[config.mk]
export PLATFORM = sky130hd
export DESIGN_NAME = rx_zc_phase_gen
export DESIGN_NICKNAME = d
export VERILOG_FILES = /design/src/rtl/rx_zc_pkg.sv /design/src/rtl/zc_mod_add.sv /design/src/rtl/rx_zc_phase_gen.sv
export SDC_FILE = /design/constraint.sdc
export NUM_CORES = 1
export LEC_CHECK = 0
export BUFFER_PORTS_ARGS = -buffer_cell sky130_fd_sc_hd__buf_2
export CORE_MARGIN = 2
export CORE_UTILIZATION = 58
export CTS_CLUSTER_DIAMETER = 200
export CTS_CLUSTER_SIZE = 12
export DETAILED_ROUTE_END_ITERATION = 16
export GPL_TIMING_DRIVEN = 0
export PLACE_DENSITY = 0.76
export SETUP_SLACK_MARGIN = 0.3
export SLEW_MARGIN = 5
export SYNTH_ARGS = -nofsm -noshare
export SYNTH_HDL_FRONTEND = slang
export SYNTH_SLANG_ARGS = --single-unit
[constraint.sdc]
create_clock -name sys_clk -period 11.1 [get_ports sys_clk]
set_input_delay 2.22 -clock sys_clk [delete_from_list [all_inputs] [get_ports sys_clk]]
set_output_delay 2.22 -clock sys_clk [all_outputs]
set_load 0.02 [all_outputs]
[src/rtl/rx_zc_pkg.sv]
// -----------------------------------------------------------------------------
// rx_zc_pkg
// Shared definitions for the RX ZC reference-phase generator.
//   PHASE_WIDTH_DEF : default width of phase index and modulus M = 24*Nzc
//   LEN_WIDTH_DEF   : default width of Nzc and sequence length
//   ZC_MOD_MUL      : M = ZC_MOD_MUL * Nzc (phase unit pi/(12*Nzc))
//   zc_state_e      : generator FSM states
// -----------------------------------------------------------------------------
package rx_zc_pkg;

    localparam int PHASE_WIDTH_DEF = 16;
    localparam int LEN_WIDTH_DEF   = 11;
    localparam int ZC_MOD_MUL      = 24;

    typedef enum logic [1:0] {
        ST_IDLE = 2'd0,
        ST_INIT = 2'd1,
        ST_RUN  = 2'd2,
        ST_DONE = 2'd3
    } zc_state_e;

endpackage

[src/rtl/zc_mod_add.sv]
// -----------------------------------------------------------------------------
// zc_mod_add
// Combinational modular adder: sum = (a + b) mod m, valid for a, b < m.
// The raw sum is held one bit wider so a single conditional subtract suffices.
//   a, b : operands, each < m
//   m    : modulus
//   sum  : (a + b) mod m
// -----------------------------------------------------------------------------
module zc_mod_add #(
    parameter int W = 16
) (
    input  logic [W-1:0] a,
    input  logic [W-1:0] b,
    input  logic [W-1:0] m,
    output logic [W-1:0] sum
);

    logic [W:0] raw;
    logic [W:0] red;

    always_comb begin
        raw = {1'b0, a} + {1'b0, b};
        red = raw - {1'b0, m};
        sum = (raw >= {1'b0, m}) ? red[W-1:0] : raw[W-1:0];
    end

endmodule

[src/rtl/rx_zc_phase_gen.sv]
// -----------------------------------------------------------------------------
// rx_zc_phase_gen
// Streams the per-sample reference phase index of a local ZC sequence:
//   phase(n) = (Q*m*(m+1) + P*n) mod M,  m = n mod Nzc,  M = 24*Nzc
// computed recursively with modular adders only (no multipliers).
//
// Ports:
//   sys_clk, rst_n         : clock, async active-low reset
//   zc_N_zc, zc_Q, zc_P,
//   seq_len                : configuration, latched on an accepted start
//   start                  : one-cycle request, ignored unless idle
//   busy                   : run in progress (cleared in the done cycle)
//   done                   : one-cycle pulse after the last transfer
//   phase, phase_valid,
//   phase_ready            : output stream, transfer on valid && ready
//
// Build option: define RX_ZC_CONJ_EN to emit the conjugate phase
// (M - phase) mod M instead; latency is unchanged.
// -----------------------------------------------------------------------------
module rx_zc_phase_gen
    import rx_zc_pkg::*;
#(
    parameter int PHASE_WIDTH = PHASE_WIDTH_DEF,
    parameter int LEN_WIDTH   = LEN_WIDTH_DEF
) (
    input  logic                   sys_clk,
    input  logic                   rst_n,
    input  logic [LEN_WIDTH-1:0]   zc_N_zc,
    input  logic [14:0]            zc_Q,
    input  logic [PHASE_WIDTH-1:0] zc_P,
    input  logic [LEN_WIDTH-1:0]   seq_len,
    input  logic                   start,
    output logic                   busy,
    output logic                   done,
    output logic [PHASE_WIDTH-1:0] phase,
    output logic                   phase_valid,
    input  logic                   phase_ready
);

    zc_state_e state;

    // latched configuration
    logic [LEN_WIDTH-1:0]   nzc_r;
    logic [LEN_WIDTH-1:0]   len_r;
    logic [PHASE_WIDTH-1:0] q_r;
    logic [PHASE_WIDTH-1:0] p_r;
    logic [PHASE_WIDTH-1:0] mod_r;
    logic [PHASE_WIDTH-1:0] two_q_r;

    // run accumulators
    logic [PHASE_WIDTH-1:0] t_r;
    logic [PHASE_WIDTH-1:0] d_r;
    logic [PHASE_WIDTH-1:0] s_r;
    logic [LEN_WIDTH-1:0]   n_r;
    logic [LEN_WIDTH-1:0]   m_r;

    // combinational datapath
    logic [PHASE_WIDTH-1:0] nzc_ext;
    logic [PHASE_WIDTH-1:0] mod_calc;
    logic [PHASE_WIDTH-1:0] two_q_c;
    logic [PHASE_WIDTH-1:0] t_add;
    logic [PHASE_WIDTH-1:0] d_add;
    logic [PHASE_WIDTH-1:0] s_next;
    logic [PHASE_WIDTH-1:0] t_next;
    logic [PHASE_WIDTH-1:0] d_next;
    logic [PHASE_WIDTH-1:0] ph_sum;
    logic [PHASE_WIDTH-1:0] ph_out;
    logic                   m_wrap;
    logic                   last;
    logic                   xfer;

    // M = 16*Nzc + 8*Nzc; fits PHASE_WIDTH for Nzc <= 2047
    assign nzc_ext  = PHASE_WIDTH'(nzc_r);
    assign mod_calc = (nzc_ext << 4) + (nzc_ext << 3);

    // 2Q mod M, evaluated in INIT against the freshly computed modulus
    zc_mod_add #(.W(PHASE_WIDTH)) u_two_q (
        .a   (q_r),
        .b   (q_r),
        .m   (mod_calc),
        .sum (two_q_c)
    );

    zc_mod_add #(.W(PHASE_WIDTH)) u_t_acc (
        .a   (t_r),
        .b   (d_r),
        .m   (mod_r),
        .sum (t_add)
    );

    zc_mod_add #(.W(PHASE_WIDTH)) u_d_acc (
        .a   (d_r),
        .b   (two_q_r),
        .m   (mod_r),
        .sum (d_add)
    );

    zc_mod_add #(.W(PHASE_WIDTH)) u_s_acc (
        .a   (s_r),
        .b   (p_r),
        .m   (mod_r),
        .sum (s_next)
    );

    // ZC term restarts every Nzc samples; the cyclic-shift term keeps running
    assign m_wrap = (m_r == nzc_r - LEN_WIDTH'(1));
    assign t_next = m_wrap ? '0      : t_add;
    assign d_next = m_wrap ? two_q_r : d_add;

    // phase of the next sample, from the already-advanced accumulators
    zc_mod_add #(.W(PHASE_WIDTH)) u_out_sum (
        .a   (t_next),
        .b   (s_next),
        .m   (mod_r),
        .sum (ph_sum)
    );

`ifdef RX_ZC_CONJ_EN
    assign ph_out = (ph_sum == '0) ? '0 : (mod_r - ph_sum);
`else
    assign ph_out = ph_sum;
`endif

    assign last = (n_r == len_r - LEN_WIDTH'(1));
    assign xfer = (state == ST_RUN) && phase_valid && phase_ready;

    always_ff @(posedge sys_clk or negedge rst_n) begin
        if (!rst_n) begin
            state       <= ST_IDLE;
            nzc_r       <= '0;
            len_r       <= '0;
            q_r         <= '0;
            p_r         <= '0;
            mod_r       <= '0;
            two_q_r     <= '0;
            t_r         <= '0;
            d_r         <= '0;
            s_r         <= '0;
            n_r         <= '0;
            m_r         <= '0;
            busy        <= 1'b0;
            done        <= 1'b0;
            phase       <= '0;
            phase_valid <= 1'b0;
        end else begin
            case (state)
                ST_IDLE: begin
                    done <= 1'b0;
                    if (start) begin
                        nzc_r <= zc_N_zc;
                        len_r <= seq_len;
                        q_r   <= PHASE_WIDTH'(zc_Q);
                        p_r   <= zc_P;
                        busy  <= 1'b1;
                        state <= ST_INIT;
                    end
                end
                ST_INIT: begin
                    mod_r       <= mod_calc;
                    two_q_r     <= two_q_c;
                    d_r         <= two_q_c;
                    t_r         <= '0;
                    s_r         <= '0;
                    n_r         <= '0;
                    m_r         <= '0;
                    // phase(0) is always 0, and so is its conjugate
                    phase       <= '0;
                    phase_valid <= 1'b1;
                    state       <= ST_RUN;
                end
                ST_RUN: begin
                    if (xfer) begin
                        if (last) begin
                            phase_valid <= 1'b0;
                            busy        <= 1'b0;
                            done        <= 1'b1;
                            state       <= ST_DONE;
                        end else begin
                            t_r   <= t_next;
                            d_r   <= d_next;
                            s_r   <= s_next;
                            n_r   <= n_r + LEN_WIDTH'(1);
                            m_r   <= m_wrap ? '0 : (m_r + LEN_WIDTH'(1));
                            phase <= ph_out;
                        end
                    end
                end
                ST_DONE: begin
                    // start is deliberately not sampled here
                    done  <= 1'b0;
                    state <= ST_IDLE;
                end
                default: begin
                    state <= ST_IDLE;
                end
            endcase
        end
    end

endmodule

==> results.cfg, run 1 <==
[clock_network]
numCtsBuffers = 17
clk_pin_slew_ns = 0.07
post_cts.repair.setup_buffers = 0
hold_buffers = 0
cts_tree = yes
cts_root_buffer = clkbuf_16
cts_resized = 0
max-clock-path-buffers = 2
clock_sinks = 171
clk_latency_ns = 0.44
htreeDepth = 4

[yosys]
synth_cells = 1620
synth_seq_area_share_pct = 29.2
synthArstFlopShare_pct = 100
yosys-top-cells-area = dfrtp_1 (29%), ha_1 (14%), mux2_2 (5.5%)
synth_flop_cell = dfrtp_1
netlist_area_sq_um = 14600
synth_nets = 1845
synth_edf_count = 0
synth-seq-cells = 171
syn_area_per_cell_sq_um = 9.03
synth.distinct_cells = 88
yosysTopAreaCell = dfrtp_1
synth_top_area_share_pct = 29.2
yosysWarnings = 0

[final_layout]
num_antenna_cells = 0
final_common_cell = dfrtp_1
stdcell_area_sq_um = 16000
fin_nets = 1940
fillers = 2176
syn_to_final_growth_pct = 9.65
final_cell_mix = dfrtp_1 (171), ha_1 (159), nor2_1 (121), o21ai_0 (113), nand2_1 (104)
drive_above_1_share_pct = 12.8
post-route-util_pct = 64.3

[die]
die-area_sq_um = 26500
fp.dieW_um = 163
rows = 58
io_pins = 76
initial_core_util_pct = 58.6
die_y_um = 163
core-area_sq_um = 25000

[setup_path]
crit_path_start_kind = register
cp_slowest_cell = clkbuf_1
critical_path_arrival_ns = 9.85
crit_family = compound AO/OA/AOI/OAI gates
path_buf_inv = 5
crit_path_frequent_cell = ha_1
cp_max_fo = 10
setup.worst_path.class = register to register
crit_required_ns = 11.40
cp-end-kind = register
cpPeakStageDelay_ns = 0.62

[global_route]
grt_max_degree = 98
antenna_found_initial = 0
grt_pass1_wl_um = 64700
grt_remaining_overflow = 0
track_usage_pct = 31.5
grt_pass1_vias = 12200

[job]
maxCapViolCount = 0

[placement]
hpwl_um = 31900
gp_congestion = 0.964
post_dp_cell_area_sq_um = 15500
pre_cts_ws_ns = 1.74
io_buffers = 75

[detailed_routing]
drcViolationCount = 0
avgRoutedWirePerCell_um = 20.1
routed_wl_um = 41300
firstDrtPassIters = 6
vias = 12900
postRouteAntennaNets = 0
drtIter0Drc = 990
vias_per_cell = 6.27

[timing]
clock-skew-final_ns = 0.0165
setup_tns_ns = 0
fmax_mhz = 105
rsz0062_at_grt = no
fin_crit_ns = 9.55
min_period_over_period_pct = 86.0
hold_viol = 0
final.setup.worst_slack_ns = 1.55
tightestPinTransition_ns = 0.979
slew_headroom_pct = 34.7
setup_violations = 0
slew_violations = 0

[min_path]
hold_class = register to register

[status]
status = complete, no violations
layout make-up:
cell class / instances / area [sq um] / area share, %
plain buffers: 50 / 230 / 1.43
inverters: 72 / 270 / 1.68
multi-input cells: 1327 / 9860 / 61.4
repair buffers: 76 / 413 / 2.57
clock inverters: 12 / 140 / 0.873
well taps: 330 / 413 / 2.57
clock buffers: 20 / 447 / 2.78
flip-flops and latches: 171 / 4280 / 26.7
worst reg2reg max path, delay by kind of cell (launching register included):
family / cells / cell delay [ns]
AOI/OAI and AO/OA: 15 / 3.82
and+or+nand+nor: 7 / 1.33
muxes: 2 / 0.69
buffers and inverters: 5 / 1.21
xor gates and xnor gates: 2 / 0.50
DFF: 1 / 0.43
adders and majority gates: 4 / 1.45
registers in the layout (all words and copies together) (netlist names):
signal       flops
phase           16
nzc_r           11
busy             1
t_r             16
len_r           11
n_r             11
q_r             15
two_q_r         15
d_r             15
done             1
s_r             16
mod_r           13
m_r             11
phase_valid      1
state            2
p_r             16
cell usage after synthesis, drive strengths merged, types with 11 or more instances:
cell type / instances
o21ai: 120
nor3: 33
a21o: 55
or3: 12
dfrtp: 171
nand4: 14
xnor2: 86
nand2: 105
inv: 72
o21bai: 13
o21a: 22
mux2: 72
a211oi: 19
buf: 22
nand2b: 16
and3: 25
xor2: 43
nor2: 121
ha: 159
mux2i: 51
o221ai: 11
nand3: 62
clkbuf: 28
a21oi: 92
nor2b: 26
a31oi: 15
through the flow:
step	cells	hold slack, ns
after floorplan	1620	0.445
after global placement	2025	0.468
after CTS	2058	0.488
after global routing	2058	0.512
final	2058	0.486
after detailed placement	2026	0.474
metal layers:
metal	vias to the layer above	GRT usage (%)	share of wire [%]
met5	-	0	0
met4	0	12.4	3.7
met3	84	6.90	7.7
met2	441	48.8	45
met1	6231	43.0	44
li1	6143	-	-
logic make-up after synthesis:
group	count (synthesis)	synth area share (%)
AND/OR/NAND/NOR	465	15.8
buffers and inverters	122	3.42
XOR/XNOR	129	7.72
adder cells (fa/ha/maj)	168	14.8
multiplexers	123	9.03
flip-flops	171	29.2
AO/OA/AOI/OAI	442	20.0
worst paths after layout:
path,start,end,slack [ns],depth (start not counted)
worst max-delay path,p_r[1]$_DFFE_PN0P_,phase[5]$_DFFE_PN0P_,1.55,35
worst min-delay path,t_r[11]$_DFFE_PN0P_,t_r[11]$_DFFE_PN0P_,0.49,2
worst max register to register,p_r[1]$_DFFE_PN0P_,phase[5]$_DFFE_PN0P_,1.55,35
worst min register to register,t_r[11]$_DFFE_PN0P_,t_r[11]$_DFFE_PN0P_,0.49,2
max in group asynchronous,rst_n,two_q_r[13]$_DFFE_PN0P_,8.40,2
min in group asynchronous,rst_n,p_r[14]$_DFFE_PN0P_,1.74,1
Power of run 1 is left out: the tool's default activity adds up to more than one toggle a clock period on the data nets, which glitch-free logic cannot reach.
==> run 2: changes to the inputs <==
CORE_ASPECT_RATIO = 1.2   (was not set)
==> run 2 against run 1 <==
  * Worst setup slack got worse by 0.024 ns
  * Hold slack got worse by 0.0027 ns
  * Design area about the same
  * Utilization increased by 0.58 points
  * Via count decreased by 1.0%
  * Register-to-register slack got worse by 0.02 ns
==> results.cfg, run 2 (synthesis gave the netlist of run 1 again) <==
[final_layout]
drive_above_1_share_pct = 13.0
num_antenna_cells = 0
final_common_cell = dfrtp_1
syn_to_final_growth_pct = 9.69
final_cell_mix = dfrtp_1 (171), ha_1 (159), nor2_1 (121), o21ai_0 (113), nand2_1 (104)
fin_nets = 1940
fillers = 2109

[die]
core-area_sq_um = 24800
die-area_sq_um = 26500
die_y_um = 178
initial_core_util_pct = 59.1
rows = 63
fp.dieW_um = 149
io_pins = 76

[setup_path]
setup.worst_path.class = register to register
timing.rr.end = phase[9]$_DFFE_PN0P_
crit_required_ns = 11.41
cp-end-kind = register
cpPeakStageDelay_ns = 0.57
critPathCapture = phase[9]$_DFFE_PN0P_
cp_max_fo = 10
critical_path_arrival_ns = 9.89
crit_path_start_kind = register
r2r_cells = 35
cp-startpoint = p_r[1]$_DFFE_PN0P_
cp_slowest_cell = clkbuf_1
ff2ff_setup_slack_ns = 1.53
reg2reg_from = p_r[1]$_DFFE_PN0P_
crit_path_frequent_cell = ha_1

[global_route]
track_usage_pct = 32.1
grt_max_degree = 106
grt_pass1_wl_um = 65600
grt_remaining_overflow = 0
antenna_found_initial = 2
grt_pass1_vias = 12700

[placement]
io_buffers = 75
gp_congestion = 0.988
hpwl_um = 32100

[job]
maxCapViolCount = 0

[min_path]
hold_class = register to register

[clock_network]
clk_latency_ns = 0.46
clock_sinks = 171
clk_pin_slew_ns = 0.08
cts_root_buffer = clkbuf_16
hold_buffers = 0
htreeDepth = 4
cts_tree = yes
post_cts.repair.setup_buffers = 0
cts_resized = 0
max-clock-path-buffers = 2
numCtsBuffers = 17

[timing]
fmax_mhz = 104
tightestPinTransition_ns = 1.26
slew_headroom_pct = 14.8
clock-skew-final_ns = 0.0126
min_period_over_period_pct = 86.3
whs_ns = 0.484
rsz0062_at_grt = no
setup_violations = 0
slew_violations = 0
hold_viol = 0
setup_tns_ns = 0
fin_crit_ns = 9.57

[detailed_routing]
routed_wl_um = 42000
avgRoutedWirePerCell_um = 20.4
postRouteAntennaNets = 0
drcViolationCount = 0
vias = 12800
vias_per_cell = 6.22
drtIter0Drc = 927
firstDrtPassIters = 8

[status]
status = complete, no violations
## run 2: cell types whose count changed in the layout (fill, tap and decap cells not counted), sizes merged
| cell | before | now |
|---|---|---|
| inv | 74 | 81 |
| clkinvlp | 3 | 1 |
| bufinv | 2 | 1 |
| clkbuf | 48 | 45 |
| clkinv | 5 | 4 |
## run 2: area by class of cell
type                    instances  area (sq um)  share of cell area, %
flip-flops and latches        171          4280                   26.7
inverters                      72           270                   1.68
plain buffers                  50           230                   1.43
clock inverters                15           174                   1.08
well taps                     325           407                   2.53
repair buffers                 76           413                   2.57
clock buffers                  17           425                   2.65
multi-input cells            1327          9860                   61.4
## run 2: worst min path at each step
stage,startpoint,endpoint,cells after the start
floorplan,t_r[2]$_DFFE_PN0P_,t_r[2]$_DFFE_PN0P_,2
global placement,t_r[2]$_DFFE_PN0P_,t_r[2]$_DFFE_PN0P_,2
detailed placement,t_r[2]$_DFFE_PN0P_,t_r[2]$_DFFE_PN0P_,2
CTS,t_r[2]$_DFFE_PN0P_,t_r[2]$_DFFE_PN0P_,2
global route,t_r[2]$_DFFE_PN0P_,t_r[2]$_DFFE_PN0P_,2
finish,phase[6]$_DFFE_PN0P_,phase[6]$_DFFE_PN0P_,2
## run 2: per-stage QoR
step	setup WS (ns)	utilization (%)	cells	area, sq um
2_1_floorplan	3.31	-	1620	14600
3_3_place_gp	1.67	62.3	2020	15400
3_5_place_dp	1.71	62.4	2021	15500
4_1_cts	1.62	64.9	2053	16100
5_1_grt	0.930	64.9	2053	16100
6_report	1.53	64.9	2053	16100
## run 2: worst max-delay path: cells and delay by family, from the launching register on
family          cells  cell delay [ns]
simple gates        7             1.37
mux                 2             0.62
compound gates     15             3.98
buf+inv             5             1.14
xor+xnor            2             0.46
fa+ha+maj           4             1.44
flops               1             0.42
## run 2: layer usage
metal | routed length, um | track usage, %
met3 | 2390 | 6.16
met2 | 20900 | 57.4
met4 | 2260 | 17.4
met1 | 16400 | 35.9
met5 | 24 | 0
Power of run 2 is left out for the same reason.
==> run 3: changes to the inputs <==
CORE_UTILIZATION = 35   (was 58)
PLACE_DENSITY = not set   (was 0.76)
==> run 3 against run 2 <==
  * Fmax barely moved
  * Hold slack improved by 0.0096 ns
  * Clock-buffer cell count up 1
  * Largest cell class unchanged
==> results.cfg, run 3 (synthesis gave the netlist of run 1 again) <==
[placement]
hpwl_um = 33800
io_buffers = 75
gp_congestion = 0.938
dp_cells = 2242

[clock_network]
cts_tree = yes
clk_pin_slew_ns = 0.08
hold_buffers = 0
post_cts.repair.setup_buffers = 0
cts_root_buffer = clkbuf_16
clock_sinks = 171
cts_resized = 0
max-clock-path-buffers = 2
numCtsBuffers = 17
clk_latency_ns = 0.47
htreeDepth = 4

[timing]
clock-skew-final_ns = 0.0181
hold_viol = 0
tightestPinTransition_ns = 1.15
min_period_over_period_pct = 86.3
slew_violations = 0
setup_tns_ns = 0
whs_ns = 0.493
fmax_mhz = 104
setup_violations = 0
fin_crit_ns = 9.58
slew_headroom_pct = 23.5
rsz0062_at_grt = no

[setup_path]
cp-startpoint = p_r[1]$_DFFE_PN0P_
setup.worst_path.class = register to register
cpPeakStageDelay_ns = 0.56
crit_path_start_kind = register
critical_path_arrival_ns = 9.91
crit_path_frequent_cell = ha_1
cp-end-kind = register
cp_slowest_cell = clkbuf_1
cp_max_fo = 10
crit_required_ns = 11.42
reg2reg_from = p_r[1]$_DFFE_PN0P_

[global_route]
grt_pass1_vias = 12700
grt_remaining_overflow = 0
track_usage_pct = 20.5
grt_pass1_wl_um = 68900
antenna_found_initial = 1
grt_max_degree = 92

[status]
status = complete, no violations

[die]
die_y_um = 228
fp.dieW_um = 191
rows = 82
core-area_sq_um = 41600
initial_core_util_pct = 35.2
io_pins = 76
die-area_sq_um = 43500

[final_layout]
fin_nets = 1940
post-route-util_pct = 39.3
drive_above_1_share_pct = 12.9
layout.cells.non_filler = 2274
syn_to_final_growth_pct = 11.5
fillers = 4257
final_common_cell = dfrtp_1
final_cell_mix = dfrtp_1 (171), ha_1 (159), nor2_1 (121), o21ai_0 (113), nand2_1 (104)
num_antenna_cells = 0

[detailed_routing]
drtIter0Drc = 841
vias_per_cell = 5.56
avgRoutedWirePerCell_um = 19.2
routed_wl_um = 43600
firstDrtPassIters = 7
postRouteAntennaNets = 0
drcViolationCount = 0
vias = 12600

[min_path]
hold_class = register to register
hp-start = t_r[14]$_DFFE_PN0P_

[job]
maxCapViolCount = 0
## run 3: changes by cell type in the layout (fill, tap and decap cells not counted), sizes merged
| cell | delta |
|---|---|
| clkinv | -2 |
| clkbuf | +1 |
| clkinvlp | +4 |
| inv | -3 |
## run 3: final cells by class
cell class	count	area (sq um)	share of cell area [%]
multi-input cells	1327	9860	60.4
flip-flops and latches	171	4280	26.2
well taps	546	683	4.19
clock buffers	18	429	2.63
repair buffers	76	413	2.53
inverters	72	270	1.66
plain buffers	50	230	1.41
clock inverters	14	155	0.951
## run 3: stage by stage
| stage | worst slack [ns] | area [sq um] |
|---|---|---|
| CTS | 1.46 | 16300 |
| finish | 1.52 | 16300 |
| global placement | 1.50 | 15700 |
| floorplan | 3.31 | 14600 |
| global route | 0.658 | 16300 |
| detailed placement | 1.53 | 15700 |
## run 3: critical path: cells and delay by family, from the launching register on
kind / cells / cell delay, ns
AO/OA/AOI/OAI: 15 / 3.84
XOR/XNOR: 2 / 0.52
adder cells (fa/ha/maj): 4 / 1.45
buffers and inverters: 5 / 1.13
flip-flops: 1 / 0.42
multiplexers: 2 / 0.72
AND/OR/NAND/NOR: 7 / 1.33
## run 3: routing by layer
layer	part of all wire, %	track usage, %	wire, um	up-vias
met5	0.021	0	9	-
met4	4.0	8.82	1730	2
met3	5.2	3.57	2250	95
met2	48	35.1	21100	330
met1	43	25.1	18600	6076
li1	-	-	-	6138
## run 3: worst paths after layout
check | to | slack [ns] | depth (start not counted)
worst max-delay path | phase[8]$_DFFE_PN0P_ | 1.52 | 35
worst min register to register | t_r[14]$_DFFE_PN0P_ | 0.49 | 2
worst min-delay path | t_r[14]$_DFFE_PN0P_ | 0.49 | 2
worst max register to register | phase[8]$_DFFE_PN0P_ | 1.52 | 35
min in group asynchronous | q_r[0]$_DFFE_PN0P_ | 1.76 | 1
max in group asynchronous | phase[0]$_DFFE_PN0P_ | 8.47 | 2
Power of run 3 is left out for the same reason.
